$ cat config.mk
export PLATFORM = sky130hd
export DESIGN_NAME = cache_l1_node
export DESIGN_NICKNAME = d
export VERILOG_FILES = /design/src/rtl/cache_coherence_pkg.sv /design/src/rtl/l1_line_array.sv /design/src/rtl/cache_l1_node.sv
export SDC_FILE = /design/constraint.sdc
export NUM_CORES = 1
export LEC_CHECK = 0
export CAP_MARGIN = 0
export CORE_MARGIN = 8
export CORE_UTILIZATION = 55
export CTS_BUF_LIST = sky130_fd_sc_hd__clkbuf_8
export DETAILED_ROUTE_END_ITERATION = 8
export GPL_TIMING_DRIVEN = 1
export PLACE_DENSITY = 0.8
export SETUP_SLACK_MARGIN = 0.5
export SYNTH_ARGS = -nofsm -noshare
export SYNTH_HDL_FRONTEND = slang
export SYNTH_SLANG_ARGS = --single-unit
$ cat constraint.sdc
create_clock -name clk -period 3.3 [get_ports clk]
set_input_delay 0.66 -clock clk [delete_from_list [all_inputs] [get_ports clk]]
set_output_delay 0.66 -clock clk [all_outputs]
set_load 0.03 [all_outputs]
$ cat src/rtl/cache_coherence_pkg.sv
// MSI encodings, probe message codes and request opcodes shared by the L1 nodes and the L2 directory.
package cache_coherence_pkg;

    localparam int unsigned ADDR_W    = 8;
    localparam int unsigned DATA_W    = 8;
    localparam int unsigned IDX_W     = 1;
    localparam int unsigned TAG_W     = ADDR_W - IDX_W;
    localparam int unsigned NUM_LINES = 2;

    localparam logic [1:0] MSI_I = 2'b00;
    localparam logic [1:0] MSI_S = 2'b01;
    localparam logic [1:0] MSI_M = 2'b10;

    localparam logic [2:0] PRB_NONE      = 3'b000;
    localparam logic [2:0] PRB_INV       = 3'b001;
    localparam logic [2:0] PRB_FETCH     = 3'b010;
    localparam logic [2:0] PRB_FETCH_INV = 3'b011;

    localparam logic OP_GETS = 1'b0;
    localparam logic OP_GETM = 1'b1;

    typedef struct packed {
        logic [TAG_W-1:0]  tag;
        logic [1:0]        state;
        logic [DATA_W-1:0] data;
    } line_t;

    // The unused encoding 2'b11 counts as invalid.
    function automatic logic msi_valid(input logic [1:0] st);
        return (st == MSI_S) || (st == MSI_M);
    endfunction

endpackage

$ cat src/rtl/l1_line_array.sv
// Tag/state/data store for the L1: CPU-index and snoop-index read lookups, one write port.
module l1_line_array
    import cache_coherence_pkg::*;
#(
    parameter int unsigned N_LINES = 2
) (
    input  logic             clk,
    input  logic             reset,
    input  logic [IDX_W-1:0] i_cpu_idx,
    input  logic [IDX_W-1:0] i_prb_idx,
    output line_t            o_cpu_line,
    output line_t            o_prb_line,
    input  logic             i_we,
    input  logic [IDX_W-1:0] i_widx,
    input  line_t            i_wline
);

    line_t r_lines [N_LINES];

    always_ff @(posedge clk or posedge reset) begin
        if (reset) begin
            r_lines <= '{default: '0};
        end else if (i_we) begin
            r_lines[i_widx] <= i_wline;
        end
    end

    assign o_cpu_line = r_lines[i_cpu_idx];
    assign o_prb_line = r_lines[i_prb_idx];

endmodule

$ cat src/rtl/cache_l1_node.sv
// Private direct-mapped MSI L1 controller: CPU accesses, GetS/GetM requests, victim writebacks
// and L2 probe handling. All outputs are registered.
module cache_l1_node
    import cache_coherence_pkg::*;
#(
    parameter int unsigned CORE_ID = 0,
    parameter int unsigned LINES   = 2
) (
    input  logic              clk,
    input  logic              reset,
    input  logic              cpuReq,
    input  logic              cpuOp,
    input  logic [ADDR_W-1:0] cpuAddr,
    input  logic [DATA_W-1:0] cpuWrData,
    output logic              cpuReady,
    output logic [DATA_W-1:0] cpuRdData,
    output logic              requestValid,
    output logic [ADDR_W-1:0] addressBypass,
    output logic              operationBypass,
    output logic [DATA_W-1:0] dataBypass,
    output logic              dataWriteBack,
    input  logic [DATA_W-1:0] fetchData,
    input  logic              fetchPresent,
    input  logic [2:0]        interconnectionMessage,
    input  logic [ADDR_W-1:0] probeAddress
);

    // An unsupported CORE_ID or line count collapses the store to zero entries and fails elaboration.
    localparam int unsigned ARRAY_LINES = (CORE_ID < 2 && LINES == NUM_LINES) ? LINES : 0;

    localparam logic [1:0] ST_IDLE = 2'd0;
    localparam logic [1:0] ST_WB   = 2'd1;
    localparam logic [1:0] ST_REQ  = 2'd2;
    localparam logic [1:0] ST_FILL = 2'd3;

    logic [1:0]        r_state;
    logic [DATA_W-1:0] r_fill_data;

    logic [IDX_W-1:0]  w_cpu_idx;
    logic [TAG_W-1:0]  w_cpu_tag;
    logic [IDX_W-1:0]  w_prb_idx;
    logic [TAG_W-1:0]  w_prb_tag;
    line_t             w_cpu_line;
    line_t             w_prb_line;
    logic              w_cpu_hit;
    logic              w_prb_hit;
    logic              w_prb_m;

    logic              w_prb_upd;
    logic              w_prb_wb;
    logic [1:0]        w_prb_next;

    logic [1:0]        w_state_nx;
    logic [DATA_W-1:0] w_fill_nx;
    logic              w_ready_nx;
    logic [DATA_W-1:0] w_rd_nx;
    logic              w_rv_nx;
    logic [ADDR_W-1:0] w_addr_nx;
    logic              w_op_nx;
    logic [DATA_W-1:0] w_dbyp_nx;
    logic              w_wb_nx;
    logic              w_we;
    logic [IDX_W-1:0]  w_widx;
    line_t             w_wline;

    assign w_cpu_idx = cpuAddr[IDX_W-1:0];
    assign w_cpu_tag = cpuAddr[ADDR_W-1:IDX_W];
    assign w_prb_idx = probeAddress[IDX_W-1:0];
    assign w_prb_tag = probeAddress[ADDR_W-1:IDX_W];

    l1_line_array #(
        .N_LINES (ARRAY_LINES)
    ) u_lines (
        .clk        (clk),
        .reset      (reset),
        .i_cpu_idx  (w_cpu_idx),
        .i_prb_idx  (w_prb_idx),
        .o_cpu_line (w_cpu_line),
        .o_prb_line (w_prb_line),
        .i_we       (w_we),
        .i_widx     (w_widx),
        .i_wline    (w_wline)
    );

    assign w_cpu_hit = msi_valid(w_cpu_line.state) && (w_cpu_line.tag == w_cpu_tag);
    assign w_prb_hit = (interconnectionMessage != PRB_NONE) && msi_valid(w_prb_line.state)
                       && (w_prb_line.tag == w_prb_tag);
    assign w_prb_m   = w_prb_hit && (w_prb_line.state == MSI_M);

    // Probe decode: state change on the snooped line and whether it must be written back.
    always_comb begin
        w_prb_upd  = 1'b0;
        w_prb_wb   = 1'b0;
        w_prb_next = MSI_I;
        case (interconnectionMessage)
            PRB_INV: begin
                w_prb_upd = w_prb_hit;
            end
            PRB_FETCH: begin
                w_prb_upd  = w_prb_m;
                w_prb_wb   = w_prb_m;
                w_prb_next = MSI_S;
            end
            PRB_FETCH_INV: begin
                w_prb_upd = w_prb_hit;
                w_prb_wb  = w_prb_m;
            end
            default: ;
        endcase
    end

    // Controller next state. A probe that changes a line owns the write port and, when it
    // writes back, the bus; the CPU side stalls that cycle except for capturing a fill.
    always_comb begin
        w_state_nx = r_state;
        w_fill_nx  = r_fill_data;
        w_ready_nx = 1'b0;
        w_rd_nx    = cpuRdData;
        w_rv_nx    = 1'b0;
        w_addr_nx  = addressBypass;
        w_op_nx    = operationBypass;
        w_dbyp_nx  = dataBypass;
        w_wb_nx    = 1'b0;
        w_we       = 1'b0;
        w_widx     = w_cpu_idx;
        w_wline    = w_cpu_line;

        if (w_prb_upd) begin
            w_we          = 1'b1;
            w_widx        = w_prb_idx;
            w_wline       = w_prb_line;
            w_wline.state = w_prb_next;
        end
        if (w_prb_wb) begin
            w_wb_nx   = 1'b1;
            w_addr_nx = probeAddress;
            w_dbyp_nx = w_prb_line.data;
        end

        case (r_state)
            ST_IDLE: begin
                // cpuReady high means the current access is retiring; do not serve it again.
                if (cpuReq && !cpuReady && !w_prb_upd) begin
                    if (w_cpu_hit && (!cpuOp || w_cpu_line.state == MSI_M)) begin
                        w_ready_nx = 1'b1;
                        if (cpuOp) begin
                            w_we         = 1'b1;
                            w_wline.data = cpuWrData;
                            w_rd_nx      = cpuWrData;
                        end else begin
                            w_rd_nx = w_cpu_line.data;
                        end
                    end else if (!w_cpu_hit && w_cpu_line.state == MSI_M) begin
                        w_state_nx    = ST_WB;
                        w_wb_nx       = 1'b1;
                        w_addr_nx     = {w_cpu_line.tag, w_cpu_idx};
                        w_dbyp_nx     = w_cpu_line.data;
                        w_we          = 1'b1;
                        w_wline.state = MSI_I;
                    end else begin
                        w_state_nx = ST_REQ;
                        w_rv_nx    = 1'b1;
                        w_addr_nx  = cpuAddr;
                        w_op_nx    = cpuOp;
                    end
                end
            end
            ST_WB: begin
                if (!w_prb_wb) begin
                    w_state_nx = ST_REQ;
                    w_rv_nx    = 1'b1;
                    w_addr_nx  = cpuAddr;
                    w_op_nx    = cpuOp;
                end
            end
            ST_REQ: begin
                if (fetchPresent) begin
                    w_state_nx = ST_FILL;
                    w_fill_nx  = fetchData;
                end else if (!w_prb_wb) begin
                    w_rv_nx   = 1'b1;
                    w_addr_nx = cpuAddr;
                    w_op_nx   = cpuOp;
                end
            end
            ST_FILL: begin
                // Upgrades and full fills converge here: a store overwrites the whole byte.
                if (!w_prb_upd) begin
                    w_we          = 1'b1;
                    w_widx        = w_cpu_idx;
                    w_wline.tag   = w_cpu_tag;
                    w_wline.state = cpuOp ? MSI_M : MSI_S;
                    w_wline.data  = cpuOp ? cpuWrData : r_fill_data;
                    w_ready_nx    = 1'b1;
                    w_rd_nx       = cpuOp ? cpuWrData : r_fill_data;
                    w_state_nx    = ST_IDLE;
                end
            end
            default: w_state_nx = ST_IDLE;
        endcase
    end

    always_ff @(posedge clk or posedge reset) begin
        if (reset) begin
            r_state         <= ST_IDLE;
            r_fill_data     <= '0;
            cpuReady        <= 1'b0;
            cpuRdData       <= '0;
            requestValid    <= 1'b0;
            addressBypass   <= '0;
            operationBypass <= OP_GETS;
            dataBypass      <= '0;
            dataWriteBack   <= 1'b0;
        end else begin
            r_state         <= w_state_nx;
            r_fill_data     <= w_fill_nx;
            cpuReady        <= w_ready_nx;
            cpuRdData       <= w_rd_nx;
            requestValid    <= w_rv_nx;
            addressBypass   <= w_addr_nx;
            operationBypass <= w_op_nx;
            dataBypass      <= w_dbyp_nx;
            dataWriteBack   <= w_wb_nx;
        end
    end

endmodule

==> impl_table.tex <==
\begin{tabular}{lr}
\hline
Metric & Value \\
\hline
\multicolumn{2}{l}{\textbf{Run status}} \\
Run status & completed \\
\multicolumn{2}{l}{\textbf{Synth}} \\
Leading post-synthesis cells by instance count & dfrtp\_1, nand2\_1, mux2i\_1 \\
Post-synthesis sequential area ratio & 0.356 \\
Synthesized area per cell & 9.51 um\^{}2 \\
Cell type with the highest aggregate area in the netlist & dfrtp\_1 \\
Post-Synthesis Cells & 532 \\
Count of yosys warnings during synthesis & 0 \\
Portion of synthesized cell area occupied by the leading cell type & 0.356 \\
Multiplexer area fraction after synthesis & 0.173 \\
Area share of fa/ha/maj cells after synthesis & 0.0173 \\
Post-Synthesis Net Count & 579 \\
Dominant cell by count in the synthesized netlist & dfrtp\_1 \\
Async set-reset flop share out of synthesis & 1.00 \\
Most frequently used flop master after synthesis & dfrtp\_1 \\
Synth Area in Simple Gates & 0.164 \\
Number of synthesized flops with an enable pin & 0 \\
Number of storage elements in the synthesis netlist & 72 \\
Count of unique library cells instantiated by Yosys & 70 \\
Share of the synthesized netlist area taken by xor and xnor gates & 0.0242 \\
Largest family of logic cells by synthesized area & compound AO/OA/AOI/OAI gates \\
Area fraction in compound gates after synthesis & 0.220 \\
Synthesized cell area & 5060 um\^{}2 \\
Synth area leaders & dfrtp\_1, mux2i\_1, mux2\_2 \\
\multicolumn{2}{l}{\textbf{Global routing}} \\
Antenna violations before repair & 0 \\
Global-route wire length before repair & 27100 um \\
Global route overflow & 0 \\
Largest net degree at the start of global routing & 39 \\
Vias in the first global route & 5002 \\
Combined global-route utilization of all metal layers & 0.270 \\
\multicolumn{2}{l}{\textbf{Route}} \\
Final antenna-violating net count & 0 \\
Via density & 6.62 \\
First DRT Iteration DRCs & 492 \\
Post-route DRC & 0 \\
Vias & 5074 \\
Detailed-route wire length per cell & 22.8 um \\
Routed WL & 17500 um \\
Number of iterations in the first detailed-routing pass & 6 \\
\multicolumn{2}{l}{\textbf{Placement}} \\
Pre-CTS setup slack & -0.234 ns \\
Post-Place Cell Area & 6400 um\^{}2 \\
Placed cell count & 741 \\
IO Port Bufs & 67 \\
DPL Wire Length & 12700 um \\
Placer congestion estimate & 0.901 \\
\multicolumn{2}{l}{\textbf{CTS}} \\
H-tree level count & 3 \\
TritonCTS clock tree & yes \\
Clock slew at the register clock pins of the worst setup and hold paths & 0.08 ns \\
Clock insertion delay at the later pin of the skew report & 0.35 ns \\
Num Clock Sinks & 72 \\
Number of hold-repair buffers added at the cts stage & 0 \\
Number of buffers inserted during clock tree synthesis & 9 \\
Root Buffer & clkbuf\_8 \\
Clock tree buffer depth & 2 \\
\multicolumn{2}{l}{\textbf{Critical path}} \\
Worst path most repeated cell & buf\_4 \\
Critical Path, Cell by Cell & clkdlybuf4s50\_1, xor2\_1, buf\_4, buf\_4, nand4\_2, buf\_4, nor3\_1, a31oi\_2, o221ai\_1, a31oi\_1 \\
Startpoint of the worst-slack reg-to-reg timing path & u\_lines.r\_lines[26] \\
Critical Path Start Type & input pin \\
CP Data Required Time & 3.52 ns \\
Nature of the critical path endpoint & register \\
Setup slack of the worst register-to-register path & 0.61 ns \\
Biggest cell delay along the critical path & 0.56 ns \\
R2R depth & 10 \\
Worst EP arrival & 2.99 ns \\
Critical path class & input pin to register \\
Standard cell with the maximum stage delay on the critical path & clkdlybuf4s50\_1 \\
Largest fanout on the critical path & 6 \\
Reg-to-reg critical path endpoint & u\_lines.r\_lines[2] \\
\multicolumn{2}{l}{\textbf{Hold path}} \\
Worst Hold Launch & operationBypass \\
Number of cells on the worst hold path & 1 \\
Class of the worst hold path & register to register \\
Worst Hold End & operationBypass \\
\multicolumn{2}{l}{\textbf{Finish}} \\
Antenna Cells & 0 \\
Final net count & 698 \\
Post-route cell area & 6850 um\^{}2 \\
Utilization of the core after routing & 0.756 \\
Number of non-filler instances in the completed layout & 766 \\
Fraction of final layout cells with drive strength greater than 1 & 0.287 \\
Synthesis-to-finish area growth & 35.5\% \\
\multicolumn{2}{l}{\textbf{Floorplan}} \\
Die Wd & 112 um \\
CORE AREA & 9060 um\^{}2 \\
Height of the chip & 112 um \\
Ports placed on the boundary & 68 \\
Initial Util & 0.558 \\
Row count & 35 \\
Full die area & 12500 um\^{}2 \\
\multicolumn{2}{l}{\textbf{Power and ir drop}} \\
Switching Power & 0.00272 W \\
Switching fraction of total power & 0.452 \\
Proportion of power drawn by flip-flops and latches & 0.268 \\
Power density of the placed cells & 877 nW/um\^{}2 \\
Maximum ir drop on the vdd rail & 0.000771 V \\
Clock power frac & 0.124 \\
Leakage dissipation & 2.88 nW \\
Proportion of power drawn by combinational gates & 0.608 \\
Internal power summed over all cells & 0.00330 W \\
\multicolumn{2}{l}{\textbf{STA}} \\
Slew at the pin with the worst max-slew slack & 0.941 ns \\
Worst max-slew margin expressed relative to the limit & 0.372 \\
Maximum achievable frequency & 361 MHz \\
Share of the clock period used by the worst path & 0.840 \\
Minimum clock period after layout & 2.77 ns \\
Slew Viols, Final & 0 \\
RSZ-0062 raised after global routing & no \\
Worst-case setup margin in the final layout & 0.528 ns \\
Number of failing setup endpoints in the final timing report & 0 \\
Final worst clock skew & 0.0142 ns \\
Final count of hold timing violations & 0 \\
\multicolumn{2}{l}{\textbf{Job}} \\
Max cap viols & 0 \\
\hline
\end{tabular}
## cells in the final DEF, fill, tap and decap left out, drive strengths merged, types with 4 or more instances in the layout
| cell type | instances |
|---|---|
| buf | 77 |
| dfrtp | 72 |
| clkdlybuf4s50 | 65 |
| nand2 | 45 |
| mux2i | 43 |
| nor2 | 41 |
| a21oi | 38 |
| mux2 | 36 |
| o21ai | 27 |
| a31oi | 21 |
| nor3 | 16 |
| nand3 | 14 |
| o31ai | 11 |
| clkbuf | 10 |
| inv | 10 |
| and2 | 10 |
| a22oi | 9 |
| o22ai | 9 |
| xnor2 | 7 |
| xor2 | 7 |
| a211oi | 7 |
| ha | 7 |
| nor2b | 6 |
| o211ai | 6 |
| and3 | 6 |
| nand4 | 5 |
| a2bb2oi | 5 |
| a221oi | 5 |
| nor4 | 5 |
| and4 | 4 |
## power by group through the flow
stage                     Combinational [W]  Sequential (W)  Clock (W)
after floorplan                     0.00204         0.00177          0
after global placement              0.00334         0.00157          0
after detailed placement            0.00343         0.00159          0
after CTS                           0.00350         0.00158   0.000754
after global routing                0.00389         0.00165   0.000785
final                               0.00365         0.00161   0.000746
## flip-flops by register name, indices dropped and copies added, names as in the netlist
register         cells
addressBypass        8
cpuRdData            8
cpuReady             1
dataBypass           8
dataWriteBack        1
operationBypass      1
r_fill_data          8
r_state              2
requestValid         1
u_lines.r_lines     34
## cell type report
class / instances / area, um^2
sequential: 72 / 1800
inverter: 8 / 30.0
clock buffer: 9 / 124
tap: 111 / 139
timing repair buffer: 144 / 1330
clock inverter: 6 / 77.6
multi-input combinational: 416 / 3350
fill: 625 / 2210
## worst max-delay path, delay by kind of cell
family | cells | cell delay, ns
buffers and inverters | 4 | 1.07
AO/OA/AOI/OAI | 3 | 0.55
XOR/XNOR | 1 | 0.35
AND/OR/NAND/NOR | 2 | 0.35
## worst max-delay path by stage
stage                         start                   to  depth (start not counted)
finish              probeAddress[7]   u_lines.r_lines[4]                         10
global route        probeAddress[0]   u_lines.r_lines[8]                         11
CTS                      cpuAddr[0]   u_lines.r_lines[7]                         11
detailed placement       cpuAddr[0]  u_lines.r_lines[17]                         11
global placement    probeAddress[0]  u_lines.r_lines[24]                         10
floorplan           probeAddress[0]     addressBypass[0]                         14
## logic make-up after synthesis
group                    count (synthesis)
AO/OA/AOI/OAI                          157
XOR/XNOR                                14
adder cells (fa/ha/maj)                  7
buffers and inverters                   44
flip-flops                              72
multiplexers                            79
AND/OR/NAND/NOR                        159
## layer usage
metal | routed length [um] | up-vias | part of all wire | track usage
met1 | 7380 | 2486 | 0.42 | 0.362
met3 | 1490 | 58 | 0.086 | 0.0530
met2 | 8050 | 292 | 0.46 | 0.421
met5 | 0 | - | 0 | 0
li1 | - | 2238 | - | -
met4 | 527 | 0 | 0.030 | 0.103
## stage by stage
stage / power [W] / hold WS (ns) / setup TNS [ns]
finish: 0.00601 / 0.498 / 0
global route: 0.00633 / 0.522 / 0
CTS: 0.00584 / 0.506 / 0
detailed placement: 0.00502 / 0.484 / -5.39
global placement: 0.00491 / 0.478 / -2.50
floorplan: 0.00382 / 0.486 / 0
## what timing repair did
item | in CTS | in global routing
cloned | 1 | 0
setup buffers | 4 | 5
endpoints found under the setup margin | 62 | 48
hold endpoints to repair | 0 | 0
pin swaps | 12 | 12
resized for setup | 19 | 16
(Power assumes the default switching activity.)
